## config.mk

```make
export PLATFORM = sky130hd
export DESIGN_NAME = exec_datapath
export DESIGN_NICKNAME = d
export VERILOG_FILES = /design/src/rtl/exec_datapath.sv
export SDC_FILE = /design/constraint.sdc
export NUM_CORES = 1
export LEC_CHECK = 0
export BUFFER_PORTS_ARGS = -buffer_cell sky130_fd_sc_hd__buf_2
export CORE_ASPECT_RATIO = 0.9
export CORE_MARGIN = 4
export CORE_UTILIZATION = 55
export CTS_CLUSTER_DIAMETER = 40
export DETAILED_ROUTE_END_ITERATION = 16
export GPL_TIMING_DRIVEN = 0
export PLACE_DENSITY = 0.79
export SLEW_MARGIN = 20
export SYNTH_ARGS = -nofsm -noshare
export SYNTH_HDL_FRONTEND = slang
export SYNTH_SLANG_ARGS = --single-unit
```

## constraint.sdc

```tcl
create_clock -name clk -period 9.2 [get_ports clk]
set_input_delay 0.46 -clock clk [delete_from_list [all_inputs] [get_ports clk]]
set_output_delay 0.46 -clock clk [all_outputs]
set_load 0.005 [all_outputs]
```

## src/rtl/exec_datapath.sv

```systemverilog
// rtl/exec_datapath.sv - execute-stage datapath: registered adder, RV32I ALU and machine-mode CSR file
module exec_datapath (
  input  logic        clk,
  input  logic        reset,
  input  logic        add_en,
  input  logic [31:0] add_a,
  input  logic [31:0] add_b,
  output logic [31:0] add_sum,
  input  logic        alu_en,
  input  logic [4:0]  alu_op,
  input  logic [31:0] alu_a,
  input  logic [31:0] alu_b,
  output logic [31:0] alu_out,
  output logic        alu_fault,
  input  logic        csr_en,
  input  logic [2:0]  csr_op,
  input  logic [11:0] csr_addr,
  input  logic [31:0] csr_in,
  output logic [31:0] csr_read_value,
  output logic        csr_fault,
  output logic        fault
);

  localparam logic [2:0] CSR_READ  = 3'd0;
  localparam logic [2:0] CSR_WRITE = 3'd1;
  localparam logic [2:0] CSR_SET   = 3'd2;
  localparam logic [2:0] CSR_CLEAR = 3'd3;

  logic [31:0] add_sum_q, add_sum_d;
  logic [31:0] alu_out_q, alu_out_d;
  logic        alu_fault_q, alu_fault_d;
  logic [31:0] csr_rd_q, csr_rd_d;
  logic        csr_fault_q, csr_fault_d;

  logic [31:0] mstatus_q, mstatus_d;
  logic [31:0] mie_q, mie_d;
  logic [31:0] mtvec_q, mtvec_d;
  logic [31:0] mscratch_q, mscratch_d;
  logic [31:0] mepc_q, mepc_d;
  logic [31:0] mcause_q, mcause_d;
  logic [31:0] mtval_q, mtval_d;

  // Adder
  always_comb begin
    add_sum_d = add_sum_q;
    if (add_en) begin
      add_sum_d = add_a + add_b;
    end
  end

  // ALU
  logic [31:0] alu_res;
  logic        alu_illegal;
  logic [4:0]  shamt;

  always_comb begin
    shamt       = alu_b[4:0];
    alu_res     = 32'd0;
    alu_illegal = 1'b0;
    case (alu_op)
      5'd0:    alu_res = alu_a + alu_b;
      5'd1:    alu_res = alu_a - alu_b;
      5'd2:    alu_res = alu_a << shamt;
      5'd3:    alu_res = {31'd0, $signed(alu_a) < $signed(alu_b)};
      5'd4:    alu_res = {31'd0, alu_a < alu_b};
      5'd5:    alu_res = alu_a ^ alu_b;
      5'd6:    alu_res = alu_a >> shamt;
      5'd7:    alu_res = 32'($signed(alu_a) >>> shamt);
      5'd8:    alu_res = alu_a | alu_b;
      5'd9:    alu_res = alu_a & alu_b;
      5'd10:   alu_res = {31'd0, alu_a == alu_b};
      5'd11:   alu_res = {31'd0, alu_a != alu_b};
      5'd12:   alu_res = {31'd0, $signed(alu_a) < $signed(alu_b)};
      5'd13:   alu_res = {31'd0, $signed(alu_a) >= $signed(alu_b)};
      5'd14:   alu_res = {31'd0, alu_a < alu_b};
      5'd15:   alu_res = {31'd0, alu_a >= alu_b};
      default: alu_illegal = 1'b1;
    endcase
  end

  always_comb begin
    alu_out_d   = alu_out_q;
    alu_fault_d = alu_fault_q;
    if (alu_en) begin
      alu_out_d   = alu_res;
      alu_fault_d = alu_illegal;
    end
  end

  // CSR address decode; read-only ID registers are hard-wired to zero
  logic [31:0] csr_old;
  logic        csr_known;
  logic        csr_ro;

  always_comb begin
    csr_old   = 32'd0;
    csr_known = 1'b1;
    csr_ro    = 1'b0;
    case (csr_addr)
      12'h300: csr_old = mstatus_q;
      12'h304: csr_old = mie_q;
      12'h305: csr_old = mtvec_q;
      12'h340: csr_old = mscratch_q;
      12'h341: csr_old = mepc_q;
      12'h342: csr_old = mcause_q;
      12'h343: csr_old = mtval_q;
      12'hF11, 12'hF12, 12'hF13, 12'hF14: csr_ro = 1'b1;
      default: csr_known = 1'b0;
    endcase
  end

  logic [31:0] csr_new;
  logic        csr_legal;
  logic        csr_wr;

  always_comb begin
    csr_new = csr_old;
    case (csr_op)
      CSR_WRITE: csr_new = csr_in;
      CSR_SET:   csr_new = csr_old | csr_in;
      CSR_CLEAR: csr_new = csr_old & ~csr_in;
      default:   csr_new = csr_old;
    endcase
    csr_legal = csr_known && !csr_op[2] && !(csr_ro && (csr_op != CSR_READ));
    csr_wr    = csr_en && csr_legal && (csr_op != CSR_READ);
  end

  always_comb begin
    csr_rd_d    = csr_rd_q;
    csr_fault_d = csr_fault_q;
    mstatus_d   = mstatus_q;
    mie_d       = mie_q;
    mtvec_d     = mtvec_q;
    mscratch_d  = mscratch_q;
    mepc_d      = mepc_q;
    mcause_d    = mcause_q;
    mtval_d     = mtval_q;
    if (csr_en) begin
      csr_rd_d    = csr_legal ? csr_old : 32'd0;
      csr_fault_d = !csr_legal;
    end
    if (csr_wr) begin
      case (csr_addr)
        12'h300: mstatus_d  = csr_new;
        12'h304: mie_d      = csr_new;
        12'h305: mtvec_d    = csr_new;
        12'h340: mscratch_d = csr_new;
        12'h341: mepc_d     = csr_new;
        12'h342: mcause_d   = csr_new;
        12'h343: mtval_d    = csr_new;
        default: ;
      endcase
    end
  end

  always_ff @(posedge clk) begin
    if (reset) begin
      add_sum_q   <= 32'd0;
      alu_out_q   <= 32'd0;
      alu_fault_q <= 1'b0;
      csr_rd_q    <= 32'd0;
      csr_fault_q <= 1'b0;
      mstatus_q   <= 32'd0;
      mie_q       <= 32'd0;
      mtvec_q     <= 32'd0;
      mscratch_q  <= 32'd0;
      mepc_q      <= 32'd0;
      mcause_q    <= 32'd0;
      mtval_q     <= 32'd0;
    end else begin
      add_sum_q   <= add_sum_d;
      alu_out_q   <= alu_out_d;
      alu_fault_q <= alu_fault_d;
      csr_rd_q    <= csr_rd_d;
      csr_fault_q <= csr_fault_d;
      mstatus_q   <= mstatus_d;
      mie_q       <= mie_d;
      mtvec_q     <= mtvec_d;
      mscratch_q  <= mscratch_d;
      mepc_q      <= mepc_d;
      mcause_q    <= mcause_d;
      mtval_q     <= mtval_d;
    end
  end

  assign add_sum        = add_sum_q;
  assign alu_out        = alu_out_q;
  assign alu_fault      = alu_fault_q;
  assign csr_read_value = csr_rd_q;
  assign csr_fault      = csr_fault_q;
  assign fault          = alu_fault_q | csr_fault_q;

endmodule

```

# Yosys cells after proc, flatten, opt, wreduce, memory -nomap -nowiden

Cells that the tools add are included.

Add/sub/neg operators: 3
$lt $le $gt $ge: 4
Eq/ne operators: 31
Shifts and indexed selects: 3
Mux-type cells: 7
Bitwise logic cells: 7
Reduce and logical (&&, ||, !) cells: 22

Operators with widths:

| kind                   | number |
|---|---|
| $pmux W32 S14          | 1 |
| $pmux W32 S7           | 1 |
| $pmux W32 S3           | 1 |
| $eq A12 B10 Y1 const B | 7 |
| $add A32 B32 Y32       | 2 |
| $and A32 B32 Y32       | 2 |
| $ge A32 B32 Y1         | 2 |
| $lt A32 B32 Y1         | 2 |
| $or A32 B32 Y32        | 2 |
| $eq A12 B12 Y1 const B | 4 |
| $eq A5 B4 Y1 const B   | 8 |
| $eq A32 B32 Y1         | 1 |
| $mux W32               | 1 |
| $ne A32 B32 Y1         | 1 |
| $not A32 Y32           | 1 |
| $shl A32 B5 Y32        | 1 |
| $shr A32 B5 Y32        | 1 |
| $sshr A32 B5 Y32       | 1 |
| $sub A32 B32 Y32       | 1 |
| $xor A32 B32 Y32       | 1 |
| $eq A5 B3 Y1 const B   | 4 |
| $reduce_or A16 Y1      | 1 |
| $reduce_and A2 Y1      | 7 |
| $reduce_or A11 Y1      | 1 |
| other kinds (12)       | 23 |

Flip-flop bits (word level): 322
Input port bits: 185
Output and inout port bits: 99
Logic and storage cells: 89

# Depth between registers and ports, before layout

Depth after elaboration: 9
Gate-level depth with buffers: 15
Mapped depth without buffers: 12

# Worst setup path before layout

Ideal clock, no wire load.

Path kind: in2reg
Start: input port alu_b[2]
End: register alu_out_q[0] (netlist: alu_out[0])
Library setup time: 128 ps
Arrival time: 3821 ps
Data required time: 9072 ps
Path slack: 5251 ps
Stages on the path: 15
Path buffers: 4
Path through: buf_2 -> clkinv_1 -> buf_1 -> clkbuf_1 -> ha_1 -> buf_2 -> o21bai_1 -> a21oi_1 -> o311ai_2 -> a311oi_2 -> o311ai_1 -> a31oi_1 -> and3_1 -> a311oi_1 -> a31oi_1

Longest elaborated chain between the ends: 2
Elaborated cells between the ends (all ways): 10
Those cells by class: order compare (4); eq/ne (2); shift (3); mux (1)

Ends and longest elaborated chain:

| what                                   | line | source |
|---|---|---|
| from (decl)                            | 12   | `input logic [31:0] alu_b,` |
| $ge A32 B32 Y1 (tied with other cells) | 76   | `5'd15: alu_res = {31'd0, alu_a >= alu_b};` |
| $pmux W32 S14 *                        | 60   | `case (alu_op)` |
| to (signal assigned)                   | 172  | `alu_out_q <= alu_out_d;` |
| to (decl)                              | 30   | `logic [31:0] alu_out_q, alu_out_d;` |

Mark *: on every way between the ends. The rest lies on a longest branch, timed or not.
A chain may end at the register's enable or synchronous reset.

# Worst setup path in the final report

Start: input port alu_b[2]
End: register alu_out_q[26] (netlist: alu_out[26])

Longest elaborated chain between the ends: 2
Elaborated cells between the ends (all ways): 6
Those cells by class: add/sub (2); shift (3); mux (1)

Ends and longest elaborated chain:

| what                                     | line | source |
|---|---|---|
| $sub A32 B32 Y32 (tied with other cells) | 62   | `5'd1: alu_res = alu_a - alu_b;` |
| $pmux W32 S14 *                          | 60   |  |

Marked as above.

==> qor.yml <==
clock_tree:
  postCtsSetupBuffers: 0
  worstSkewPairLatency_ns: 0.60
  cts_hold_buf: 0
  cts.path.max_buffers: 3
  cts-root-buf: "clkbuf_16"
  cts_sinks: 322
  cts_tree: "done"
  clkSlewWorstSetupHoldPaths_ns: 0.05
  ctsHtreeMaxLevel: 2
  numCtsBuffers: 46
  post_cts_resize_count: 0
placement:
  placed_cells: 3485
  finalWeightedCongestion: 1.10
  place.port_buffers: 279
  dp_hpwl_um: 77100
  placed_area_um2: 24800
routing:
  ant_nets: 0
  vias: 25745
  post_drt_wl_per_cell_um: 28.2
  wl_um: 101000
  avgViaCountPerCell: 7.21
  drtPass1Iterations: 9
  first_iter_violations: 4217
  drc_errors: 0
timing:
  slew-limit-headroom_pct: 21.0
  slew_violations: 0
  tightest_slew_ns: 1.17
  fmax_mhz: 177
  fin_setup_tns_ns: 0
  rsz0062_at_grt: "no"
  hold_viol: 0
  fin_crit_ns: 5.65
  setup_violations: 0
  min_period_over_period_pct: 61.4
  fin_skew_ns: 0.0336
final_layout:
  areaGrowthSynthToFinish_pct: 17.0
  drive_gt1_share_pct: 18.6
  fin_nets: 3309
  design_area_um2: 26600
  layout_common_cells: "buf_2 (348), dfxtp_1 (322), a22o_1 (232)"
  finalNonFillerCells: 3572
  final_common_cell: "buf_2"
  nFillCells: 3421
critical_path:
  critPathCapture: "alu_out[26]"
  critPathSlowestCell: "clkbuf_1"
  crit_buf_inv: 6
  critical-path-max-stage-delay_ns: 0.85
  r2r_slack_ns: 7.14
  r2r_cells: 4
  crit_start: "alu_b[2]"
  start_kind: "primary input"
  end_kind: "register"
  critical-path-top-delay-family: "compound AO/OA/AOI/OAI gates"
  r2r-end: "alu_out[22]"
  worst-path-stages: 16
  rr_startpoint: "alu_out[22]"
  crit_top_cell: "buf_2"
  arrival_ns: 6.09
  critPathRequiredTime_ns: 9.64
  critPathMaxFanout: 11
  crit_chain: "buf_2, buf_2, clkinv_1, buf_1, clkbuf_1, ha_1, buf_2, o21bai_1, a21oi_1, o311ai_2, a311oi_2, o31ai_2, a21oi_1, mux2i_1, a211oi_1, o21ai_0"
  crit_type: "in2reg"
floorplanning:
  core_area_um2: 40700
  num_io_pins: 284
  num_rows: 70
  die_width_um: 222
  die_y_um: 201
  floorplan.die_area_um2: 44600
  start_util_pct: 55.7
synthesis:
  ys.warnings.count: 0
  syn_nets: 2982
  netlist_area_um2: 22700
  synthCells: 2666
  netlist-cell-type-count: 98
  async_flop_share_pct: 0
  synthFlopType: "dfxtp_1"
  ys_ff_latch: 322
  synth-edff-count: 0
  synth.avg_cell_area_um2: 8.51
  yosysSeqAreaShare_pct: 28.4
grt:
  grt.overflow.total: 0
  grtUsageTotal_pct: 42.7
  grt_pass1_wl_um: 150000
  grt_antenna_before_repair: 6
  grt_pass1_vias: 24159
  grt_max_degree: 15
min_path:
  hp-class: "in2reg"
  min_path_cells: 4
job:
  cap_violations: 0
pwr:
  ir_drop_v: 0.000184
  p_per_area_nw_per_um2: 164
  power_leakage_nw: 11.1
status:
  outcome: "complete, no violations"
-- per-stage QoR --
stage          power, mW  setup slack, ns  hold WS, ns  utilization, %
2_1_floorplan       2.00             5.25        0.439               -
3_3_place_gp        2.32             3.46        0.433            60.8
3_5_place_dp        2.33             3.48        0.438            60.8
4_1_cts             4.31             4.07        0.261            65.1
5_1_grt             4.47             3.60        0.302            65.2
6_report            4.36             3.55        0.271            65.2
-- worst min-delay path by stage --
stage / end / slack (ns) / startpoint
floorplan: alu_out[4] / 0.44 / alu_out[4]
global placement: alu_out[4] / 0.43 / alu_out[4]
detailed placement: alu_out[4] / 0.44 / alu_out[4]
CTS: add_sum[0] / 0.26 / add_a[0]
global route: add_sum[0] / 0.30 / add_b[0]
finish: add_sum[0] / 0.27 / add_b[0]
-- worst reg2reg max path: stages, from the launching register on --
cell and delay, ns:
dfxtp_1 0.38, a221oi_1 0.32, o211ai_1 0.30, a311oi_1 0.78, a21oi_1 0.13
-- cell usage after synthesis, drive strengths merged, types with 51 or more instances --
library cell,number,area [µm²]
dfxtp,322,6450
a22o,232,2030
nor2,197,744
a21oi,195,987
o21ai,189,946
nand2,173,652
ha,128,1600
clkbuf,121,474
inv,119,447
buf,89,480
nand2b,84,528
a22oi,72,541
mux4,68,1530
mux2i,51,510
-- where the power goes --
group	internal (mW)	total, mW	switching [mW]
Sequential	1.42	1.44	0.0171
Combinational	0.319	0.921	0.602
Clock	1.28	2.01	0.731
Total	3.01	4.36	1.35
-- kinds of logic after synthesis --
group	share of synthesized area (%)
buffers and inverters	6.21
adders and majority gates	7.32
AOI/OAI and AO/OA	32.4
xor gates and xnor gates	1.08
and+or+nand+nor	15.3
DFF	28.4
muxes	9.29
-- final cells by class --
class	instances	area, µm²	share of cell area (%)
clock inverters	30	493	1.86
repair buffers	279	1400	5.26
diodes	2	5.00	0.0188
flip-flops and latches	322	6450	24.3
multi-input cells	2013	14900	56.0
plain buffers	210	955	3.59
inverters	121	454	1.71
clock buffers	55	1260	4.73
well taps	540	676	2.54
-- registers in the layout, indices dropped and copies added, names as in the netlist --
name            cells
add_sum            32
mie_q              32
mtval_q            32
csr_read_value     32
csr_fault           1
mcause_q           32
mscratch_q         32
mepc_q             32
alu_out            32
alu_fault           1
mtvec_q            32
mstatus_q          32
-- metal layers --
| layer | up-vias | wire length (µm) | GRT usage [%] |
|---|---|---|---|
| li1 | 10826 | - | - |
| met1 | 12449 | 40400 | 60.9 |
| met2 | 2177 | 40500 | 59.8 |
| met3 | 281 | 16200 | 15.9 |
| met4 | 12 | 3600 | 13.3 |
| met5 | - | 124 | 0.968 |
No activity file was read; power rests on OpenSTA's default activity.
